### src/rtl/key_cmd_encoder_if.sv
// key_cmd_encoder_if
//   Valid/ready command stream from the key front-end to the LED controller.
//   Signals:
//     valid     command byte available on data_out
//     ready     consumer accepts the byte when valid && ready at a rising edge
//     data_out  8-bit command byte
//   Modports:
//     master  drives valid/data_out, samples ready (key_cmd_encoder)
//     slave   samples valid/data_out, drives ready (LED controller)

interface key_cmd_encoder_if;
    logic       valid;
    logic       ready;
    logic [7:0] data_out;

    modport master (
        output valid,
        output data_out,
        input  ready
    );

    modport slave (
        input  valid,
        input  data_out,
        output ready
    );
endinterface

### src/rtl/key_cmd_encoder.sv
// key_cmd_encoder
//   Synchronises and debounces three raw push-buttons, turns each press into
//   a command byte and queues the commands in a small FIFO that feeds the LED
//   controller over a valid/ready stream.
//   Ports:
//     clk         single clock, rising edge
//     rst         synchronous active-high reset
//     key_on      raw button, active-high     -> command 8'h01
//     key_off     raw button, active-high     -> command 8'h02
//     key_breath  raw button, active-high     -> command 8'hFF
//     cmd         key_cmd_encoder_if master (valid, ready, data_out)
//     fifo_count  entries currently queued (0..FIFO_DEPTH)
//     dropped     sticky: at least one press was lost since reset
//   Parameters:
//     DEBOUNCE_CYCLES  consecutive cycles at a new level before it is accepted
//     DB_CNT_W         debounce counter width (2**DB_CNT_W > DEBOUNCE_CYCLES)
//     FIFO_DEPTH       queue entries, power of two
//     PTR_W            log2(FIFO_DEPTH)

module key_cmd_encoder #(
    parameter int DEBOUNCE_CYCLES = 4,
    parameter int DB_CNT_W        = 8,
    parameter int FIFO_DEPTH      = 4,
    parameter int PTR_W           = 2
) (
    input  logic                 clk,
    input  logic                 rst,
    input  logic                 key_on,
    input  logic                 key_off,
    input  logic                 key_breath,
    key_cmd_encoder_if.master    cmd,
    output logic [PTR_W:0]       fifo_count,
    output logic                 dropped
);

    localparam int NUM_KEYS = 3;

    localparam logic [DB_CNT_W-1:0] DB_LAST    = DB_CNT_W'(DEBOUNCE_CYCLES - 1);
    localparam logic [PTR_W:0]      FULL_COUNT = (PTR_W + 1)'(FIFO_DEPTH);

    localparam logic [7:0] CMD_ON     = 8'h01;
    localparam logic [7:0] CMD_OFF    = 8'h02;
    localparam logic [7:0] CMD_BREATH = 8'hFF;

    // bit 0 = on, bit 1 = off, bit 2 = breath
    logic [NUM_KEYS-1:0] key_raw;
    logic [NUM_KEYS-1:0] sync_a;
    logic [NUM_KEYS-1:0] sync_b;
    logic [NUM_KEYS-1:0] stable;
    logic [NUM_KEYS-1:0] stable_d;
    logic [NUM_KEYS-1:0] press;
    logic [DB_CNT_W-1:0] db_cnt [NUM_KEYS];

    assign key_raw = {key_breath, key_off, key_on};

    // ------------------------------------------------------------------
    // Two-flop synchronisers; sync_b is the level the debouncer sees.
    // ------------------------------------------------------------------
    always_ff @(posedge clk) begin
        if (rst) begin
            sync_a <= '0;
            sync_b <= '0;
        end else begin
            sync_a <= key_raw;
            sync_b <= sync_a;
        end
    end

    // ------------------------------------------------------------------
    // Debounce: the counter measures how long sync has disagreed with the
    // accepted level; any agreeing cycle restarts the measurement.
    // ------------------------------------------------------------------
    always_ff @(posedge clk) begin
        if (rst) begin
            stable   <= '0;
            stable_d <= '0;
            for (int i = 0; i < NUM_KEYS; i++) begin
                db_cnt[i] <= '0;
            end
        end else begin
            stable_d <= stable;
            for (int i = 0; i < NUM_KEYS; i++) begin
                if (sync_b[i] == stable[i]) begin
                    db_cnt[i] <= '0;
                end else if (db_cnt[i] == DB_LAST) begin
                    stable[i] <= sync_b[i];
                    db_cnt[i] <= '0;
                end else begin
                    db_cnt[i] <= db_cnt[i] + 1'b1;
                end
            end
        end
    end

    // Rising edge of the debounced level; releases produce nothing.
    assign press = stable & ~stable_d;

    // ------------------------------------------------------------------
    // Command encoding with fixed priority breath > off > on. Any losing
    // press in the same cycle is reported through dropped.
    // ------------------------------------------------------------------
    logic       push;
    logic [7:0] push_data;
    logic       collide;

    always_comb begin
        push      = 1'b0;
        push_data = 8'h00;
        if (press[2]) begin
            push      = 1'b1;
            push_data = CMD_BREATH;
        end else if (press[1]) begin
            push      = 1'b1;
            push_data = CMD_OFF;
        end else if (press[0]) begin
            push      = 1'b1;
            push_data = CMD_ON;
        end
    end

    assign collide = (press[2] & (press[1] | press[0])) | (press[1] & press[0]);

    // ------------------------------------------------------------------
    // Command FIFO
    // ------------------------------------------------------------------
    logic [7:0]       mem [FIFO_DEPTH];
    logic [PTR_W-1:0] wr_ptr;
    logic [PTR_W-1:0] rd_ptr;
    logic [PTR_W-1:0] rd_ptr_next;
    logic [PTR_W:0]   count;
    logic [PTR_W:0]   count_next;
    logic             valid_r;
    logic [7:0]       data_r;
    logic [7:0]       head_next;
    logic             full;
    logic             pop;
    logic             push_ok;
    logic             overflow;

    assign full     = (count == FULL_COUNT);
    assign pop      = valid_r & cmd.ready;
    // A full queue still accepts a push when the head leaves in the same cycle.
    assign push_ok  = push & (~full | pop);
    assign overflow = push & full & ~pop;

    assign rd_ptr_next = pop ? rd_ptr + 1'b1 : rd_ptr;

    always_comb begin
        count_next = count;
        case ({push_ok, pop})
            2'b10:   count_next = count + 1'b1;
            2'b01:   count_next = count - 1'b1;
            default: count_next = count;
        endcase
    end

    // The entry being written this cycle is the next head only when the
    // queue ends up holding exactly that one entry (empty push, or
    // push+pop with one entry); otherwise the head is already in memory.
    always_comb begin
        head_next = mem[rd_ptr_next];
        if (push_ok && (wr_ptr == rd_ptr_next)) begin
            head_next = push_data;
        end
    end

    always_ff @(posedge clk) begin
        if (rst) begin
            wr_ptr  <= '0;
            rd_ptr  <= '0;
            count   <= '0;
            valid_r <= 1'b0;
            data_r  <= 8'h00;
            dropped <= 1'b0;
            for (int i = 0; i < FIFO_DEPTH; i++) begin
                mem[i] <= 8'h00;
            end
        end else begin
            if (push_ok) begin
                mem[wr_ptr] <= push_data;
                wr_ptr      <= wr_ptr + 1'b1;
            end
            rd_ptr  <= rd_ptr_next;
            count   <= count_next;
            valid_r <= (count_next != '0);
            // Output register keeps the last head when the queue drains.
            if (count_next != '0) begin
                data_r <= head_next;
            end
            if (collide || overflow) begin
                dropped <= 1'b1;
            end
        end
    end

    assign cmd.valid    = valid_r;
    assign cmd.data_out = data_r;
    assign fifo_count   = count;

endmodule

### src/flat_wrapper.sv
// flat-port wrapper written by rule: the top's interface ports become plain ports
module key_cmd_encoder_flat 
#(
    parameter int DEBOUNCE_CYCLES = 4,
    parameter int DB_CNT_W        = 8,
    parameter int FIFO_DEPTH      = 4,
    parameter int PTR_W           = 2
)
  (clk, rst, key_on, key_off, key_breath, fifo_count, dropped, cmd_valid, cmd_data_out, cmd_ready);
  key_cmd_encoder_if cmd_i ();
  input  logic clk;
  input  logic rst;
  input  logic key_on;
  input  logic key_off;
  input  logic key_breath;
  output logic [PTR_W:0] fifo_count;
  output logic dropped;
  output wire logic [$bits(cmd_i.valid)-1:0] cmd_valid;
  output wire logic [$bits(cmd_i.data_out)-1:0] cmd_data_out;
  input wire logic [$bits(cmd_i.ready)-1:0] cmd_ready;
  assign cmd_valid = cmd_i.valid;
  assign cmd_data_out = cmd_i.data_out;
  assign cmd_i.ready = cmd_ready;
  key_cmd_encoder #(.DEBOUNCE_CYCLES(DEBOUNCE_CYCLES), .DB_CNT_W(DB_CNT_W), .FIFO_DEPTH(FIFO_DEPTH), .PTR_W(PTR_W)) u_core (.clk(clk), .rst(rst), .key_on(key_on), .key_off(key_off), .key_breath(key_breath), .cmd(cmd_i), .fifo_count(fifo_count), .dropped(dropped));
endmodule
### config.mk
export PLATFORM = sky130hd
export DESIGN_NAME = key_cmd_encoder_flat
export DESIGN_NICKNAME = d
export VERILOG_FILES = /design/src/rtl/key_cmd_encoder_if.sv /design/src/rtl/key_cmd_encoder.sv /design/src/flat_wrapper.sv
export SDC_FILE = /design/constraint.sdc
export NUM_CORES = 1
export LEC_CHECK = 0
export ABC_AREA = 1
export CORE_UTILIZATION = 50
export DETAILED_ROUTE_END_ITERATION = 6
export PLACE_DENSITY = 0.8
export SYNTH_ARGS = -nofsm -noshare
export SYNTH_HDL_FRONTEND = slang
export SYNTH_SLANG_ARGS = --single-unit
export TNS_END_PERCENT = 100
### constraint.sdc
create_clock -name clk -period 2.5 [get_ports clk]
set_input_delay 0.75 -clock clk [delete_from_list [all_inputs] [get_ports clk]]
set_output_delay 0.75 -clock clk [all_outputs]
set_load 0.05 [all_outputs]
Yosys cells after proc, flatten, opt, wreduce, memory -nomap -nowiden
Memory sizes are Yosys's and may differ from the RTL's. A register that Yosys moved wholly into a read port is not among the register bits.
Cells that the tools add are included.
W data, S select, Z words.
{ "op_classes": {"multipliers": 0, "mux": 58, "bitwise": 25, "add_sub_neg": 7, "shift": 0, "n_reduce_logical": 6, "n_div": 0, "n_eq_ne": 9, "magnitude_cmp": 0} }
{ "op_table": {"columns": ["operator", "count"], "rows": [
  ["$mux W8", 12],
  ["$mux W1", 43],
  ["$add A8 B1 Y8 const B", 3],
  ["$eq A8 B2 Y1 const B", 3],
  ["$or A1 B1 Y1", 12],
  ["$reduce_or A8 Y1", 1],
  ["$and A1 B1 Y1", 6],
  ["$pmux W3 S2", 1],
  ["$reduce_and A2 Y1", 3],
  ["$not A1 Y1", 5],
  ["$add A2 B1 Y2 const B", 2],
  ["$mux W2", 2],
  ["$add A3 B1 Y3 const B", 1],
  ["$and A3 B3 Y3", 1],
  ["$eq A1 B1 Y1", 3],
  ["$eq A3 B3 Y1 const B", 1],
  ["$not A3 Y3", 1],
  ["$reduce_bool A3 Y1", 1],
  ["$sub A3 B1 Y3 const B", 1],
  ["$eq A2 B1 Y1 const B", 1],
  ["$eq A2 B2 Y1 const B", 1],
  ["$logic_or A1 B1 Y1", 1]
]} }
{ "totals": {"reg_bits": 21, "out_inout_bits": 13, "n_memories": 2, "in_bits": 6, "mem_bits_rw": 56, "word_cells": 118, "rom_bits": 0, "latchBits": 0} }
{ "memory_table": {"columns": ["memory", "words", "width", "rd", "rd_clocked_by_memory_dff", "write_ports", "line_no", "rtl"], "rows": [
  ["u_core.mem", 4, 8, 1, 1, 4, "key_cmd_encoder.sv:126", "logic [7:0] mem [FIFO_DEPTH];"],
  ["u_core.db_cnt", 3, 8, 3, 0, 3, "key_cmd_encoder.sv:52", "logic [DB_CNT_W-1:0] db_cnt [NUM_KEYS];"]
]} }

Longest topological paths before layout
{ "logic_depth": {"depth_word": 11, "ltp_mapped": 16, "ltp_nobuf": 16} }

Worst setup path before layout
OpenSTA, ideal clock, no wires.
{ "synth_path": {"kind": "register -> register", "start": "register u_core.valid_r (netlist: u_core.cmd.valid)", "end": "register u_core.data_r[0] (netlist: u_core.cmd.data_out[0]), read port of u_core.mem", "setup_slack_ns": 0.350, "path_buffers": 0, "required_time_ns": 2.436, "period_less_slack_ns": 2.150, "arrival_time_ns": 2.086, "setup_ns": 0.064, "path_stages_with_launch": 13, "path_cell_list": "dfxtp_1 > nand2_1 > inv_1 > nand3_4 > inv_1 > fa_1 > nand2_2 > nand2_2 > nor2_4 > inv_2 > nor2_4 > nor2_1 > nor2_1"} }
{ "synth_via": {"elab_chain_cells": 6, "elab_cells_between_ends": 8, "classes_between": "eq/ne: 2; mux: 2; bitwise: 3; reduce/logical: 1"} }
{ "synth_rtl": {"columns": ["item", "line_no", "rtl"], "rows": [
  ["start: declaration", "key_cmd_encoder.sv:132", "logic valid_r;"],
  ["start signal: assignment", "key_cmd_encoder.sv:185", "valid_r <= (count_next != '0);"],
  ["$and A1 B1 Y1 *", "key_cmd_encoder.sv:141", "assign pop = valid_r & cmd.ready;"],
  ["$or A1 B1 Y1", "key_cmd_encoder.sv:143", "assign push_ok = push & (~full | pop);"],
  ["$and A1 B1 Y1", "key_cmd_encoder.sv:143", null],
  ["$eq A2 B1 Y1 or $eq A2 B2 Y1 (tied branches)", "key_cmd_encoder.sv:150", "case ({push_ok, pop})"],
  ["$pmux W3 S2", "key_cmd_encoder.sv:150", null],
  ["$reduce_bool A3 Y1", "key_cmd_encoder.sv:187", "if (count_next != '0) begin"],
  ["end: declaration", "key_cmd_encoder.sv:133", "logic [7:0] data_r;"]
]} }
Every way passes the cells marked *; elsewhere a longest branch is shown, timed or not.
A chain may end at the register's enable or synchronous reset.

==> impl_metrics.yaml <==
critical_path:
  crit_required_ns: 1.75
  cp-end-kind: "output pin"
  crit_buf_inv: 1
  r2r_end: "u_core.cmd.data_out[0]"
  critPathTopFamily: "buffers and inverters"
  start_kind: "register"
  arrival_ns: 1.62
  path_class: "reg2out"
  r2r-start: "u_core.stable[2]"
  reg2reg_slack_ns: 0.54
  path_max_fanout: 7
  crit_chain: "clkdlybuf4s50_1"
  reg2reg_depth: 14
  cpPeakStageDelay_ns: 0.84
  crit_slowest_cell: "clkdlybuf4s50_1"
final_layout:
  fill_cells: 508
  drive_gt1_frac: 0.119
  multi_input_area_sq_mm: 0.00121
  regArea_sq_mm: 0.00156
  finalNonFillerCells: 477
  diodes: 0
  syn_to_final_growth_pct: 20.7
  fin_nets: 410
logic_synthesis:
  synth_top_area_cell: "edfxtp_1"
  syn_inst: 345
  yosys_warnings: 0
  synth_commonest_cells: "nor2_1, inv_1, nand2_1"
  ys_top_cells_by_area: "edfxtp_1, dfxtp_1, nor2_1, inv_1, nand2_1"
  synth_cell_types: 36
  syn_area_sq_mm: 0.00296
  synth.top_cell.area_share: 0.365
  ys_ff_latch: 60
  synthFlopType: "edfxtp_1"
  synth.avg_cell_area_sq_um: 8.58
  yosysMostFrequentCell: "nor2_1"
  ys_seq_area_frac: 0.528
  synth-async-reset-ratio: 0
  synth_edf_count: 36
min_path:
  worstHoldPathCells: 2
  worstHoldEndpoint: "u_core.sync_b[2]"
  min_from: "u_core.sync_a[2]"
  hold_path_class: "reg2reg"
routing:
  ant_nets: 0
  avgRoutedWirePerCell_um: 11.1
  detail_route.wirelength_um: 5300
  drc_errors: 0
  drt_iter0_markers: 96
  vias_per_cell: 4.92
  drtPass1Iterations: 4
  num_vias: 2346
cts:
  post_cts_buffers: 0
  clk_latency_ns: 0.35
  cts_tree: "done"
  post_cts_resized: 0
  cts-root-buf: "clkbuf_8"
  cts.sinks: 60
  clkTransAtPathRegs_ns: 0.08
  cts_buffers: 9
  clock_path_buffers: 2
  htreeDepth: 3
  cts_hold_buf: 0
timing:
  clock.fmax_mhz: 423
  layout_setup_ws_ns: 0.134
  finalHoldViolations: 0
  final.setup.tns_ns: 0
  fin_worst_skew_ns: 0.0118
  layout_min_cycle_time_ns: 2.37
  setup_viol: 0
  final.period_utilization: 0.946
  whs_ns: 0.391
  rsz0062_at_grt: "false"
  drv_slew: 0
place:
  gp_congestion: 0.871
  place_ws_ns: -0.0829
  dpl.cell_count: 461
  dpl.hpwl_um: 4010
  io_buffers: 18
status:
  run_status: "finished, final reports clean"
global_route:
  grt_pass1_wl_um: 9010
  grt_pass1_vias: 2218
  antenna_found_initial: 0
  overflow: 0
  grt_start_max_net_pins: 17
  track_usage: 0.189
power:
  p_comb_frac: 0.261
  p_sw_uw: 959
  p_int_mw: 1.95
  seqPwrFrac: 0.403
  power_frac_clock: 0.336
  vdd_ir_drop_max_mv: 0.568
  p_per_area_mw_per_mm2: 814
  power.total_mw: 2.91
  power_leakage_nw: 1.50
  p_sw_frac: 0.330
floorplanning:
  fp.dieW_um: 78.9
  coreArea_sq_mm: 0.00561
  rows: 27
  initial_core_util: 0.528
  ios: 19
  die_area_sq_mm: 0.00623
  die_y_um: 78.9
job:
  cap_violations: 0
==> registers in the layout (all words and copies together), names as in the netlist, 2 cells and up <==
name                 cells
u_core.mem              12
u_core.stable            3
u_core.wr_ptr            2
u_core.stable_d          3
u_core.rd_ptr            2
u_core.fifo_count        3
u_core.sync_b            3
u_core.db_cnt           24
u_core.cmd.data_out      3
u_core.sync_a            3
==> per-layer routing <==
layer | GRT usage | vias up | share of wire
li1 | - | 1223 | -
met1 | 0.215 | 1074 | 0.45
met2 | 0.327 | 35 | 0.49
met3 | 0.0356 | 14 | 0.026
met4 | 0.118 | 0 | 0.028
met5 | 0 | - | 0
==> worst max-delay path by stage <==
| stage | from | end | slack (ns) | cells past startpoint |
|---|---|---|---|---|
| 6_report | u_core.cmd.data_out[6] | cmd_data_out[4] | 0.13 | 1 |
| 4_1_cts | u_core.cmd.data_out[6] | cmd_data_out[4] | 0.11 | 1 |
| 3_3_place_gp | cmd_ready | u_core.cmd.data_out[1] | -0.06 | 13 |
| 5_1_grt | u_core.cmd.data_out[6] | cmd_data_out[4] | 0.07 | 1 |
| 2_1_floorplan | u_core.cmd.valid | u_core.cmd.data_out[0] | 0.35 | 12 |
| 3_5_place_dp | cmd_ready | u_core.cmd.data_out[1] | -0.08 | 13 |
==> final cells by class <==
class	instances	area share
flip-flops and latches	60	0.437
clock buffers	9	0.0347
repair buffers	29	0.0736
clock inverters	7	0.0280
inverters	59	0.0627
multi-input cells	241	0.339
well taps	72	0.0252
==> kinds of logic (layout without fill, tap and decap cells) <==
logic type | Yosys count | in the layout | share of synthesized area
compound gates | 40 | 40 | 0.0748
fa+ha+maj | 4 | 4 | 0.0195
buf+inv | 67 | 104 | 0.0926
flops | 60 | 60 | 0.528
other cells | 1 | 24 | 0.00127
simple gates | 173 | 173 | 0.284
==> metrics by stage <==
stage | utilization | cell area, sq um
finish | 0.637 | 3570
global route | 0.637 | 3570
CTS | 0.637 | 3570
detailed placement | 0.597 | 3350
global placement | 0.597 | 3350
floorplan | - | 3050
==> cells in the final DEF (no fill, tap or decap), types with 5 or more instances in the layout <==
cell type and instances:
nor2_1 62, inv_1 57, nand2_1 49, edfxtp_1 36
dfxtp_1 24, conb_1 24, a21oi_1 18, clkdlybuf4s50_1 18
nand3_1 14, o21ai_0 13, nor3_1 11, buf_4 11
clkbuf_8 9, nand2_2 8, nor4_1 5, nor3b_1 5
==> power by group through the flow <==
stage | combinational (mW) | sequential [mW] | clock, mW
finish | 0.760 | 1.17 | 0.977
global route | 0.831 | 1.18 | 1.03
CTS | 0.760 | 1.17 | 0.994
detailed placement | 0.754 | 1.19 | 0
global placement | 0.741 | 1.19 | 0
floorplan | 0.471 | 1.29 | 0
Note: power is estimated with default switching activity, not from simulation.
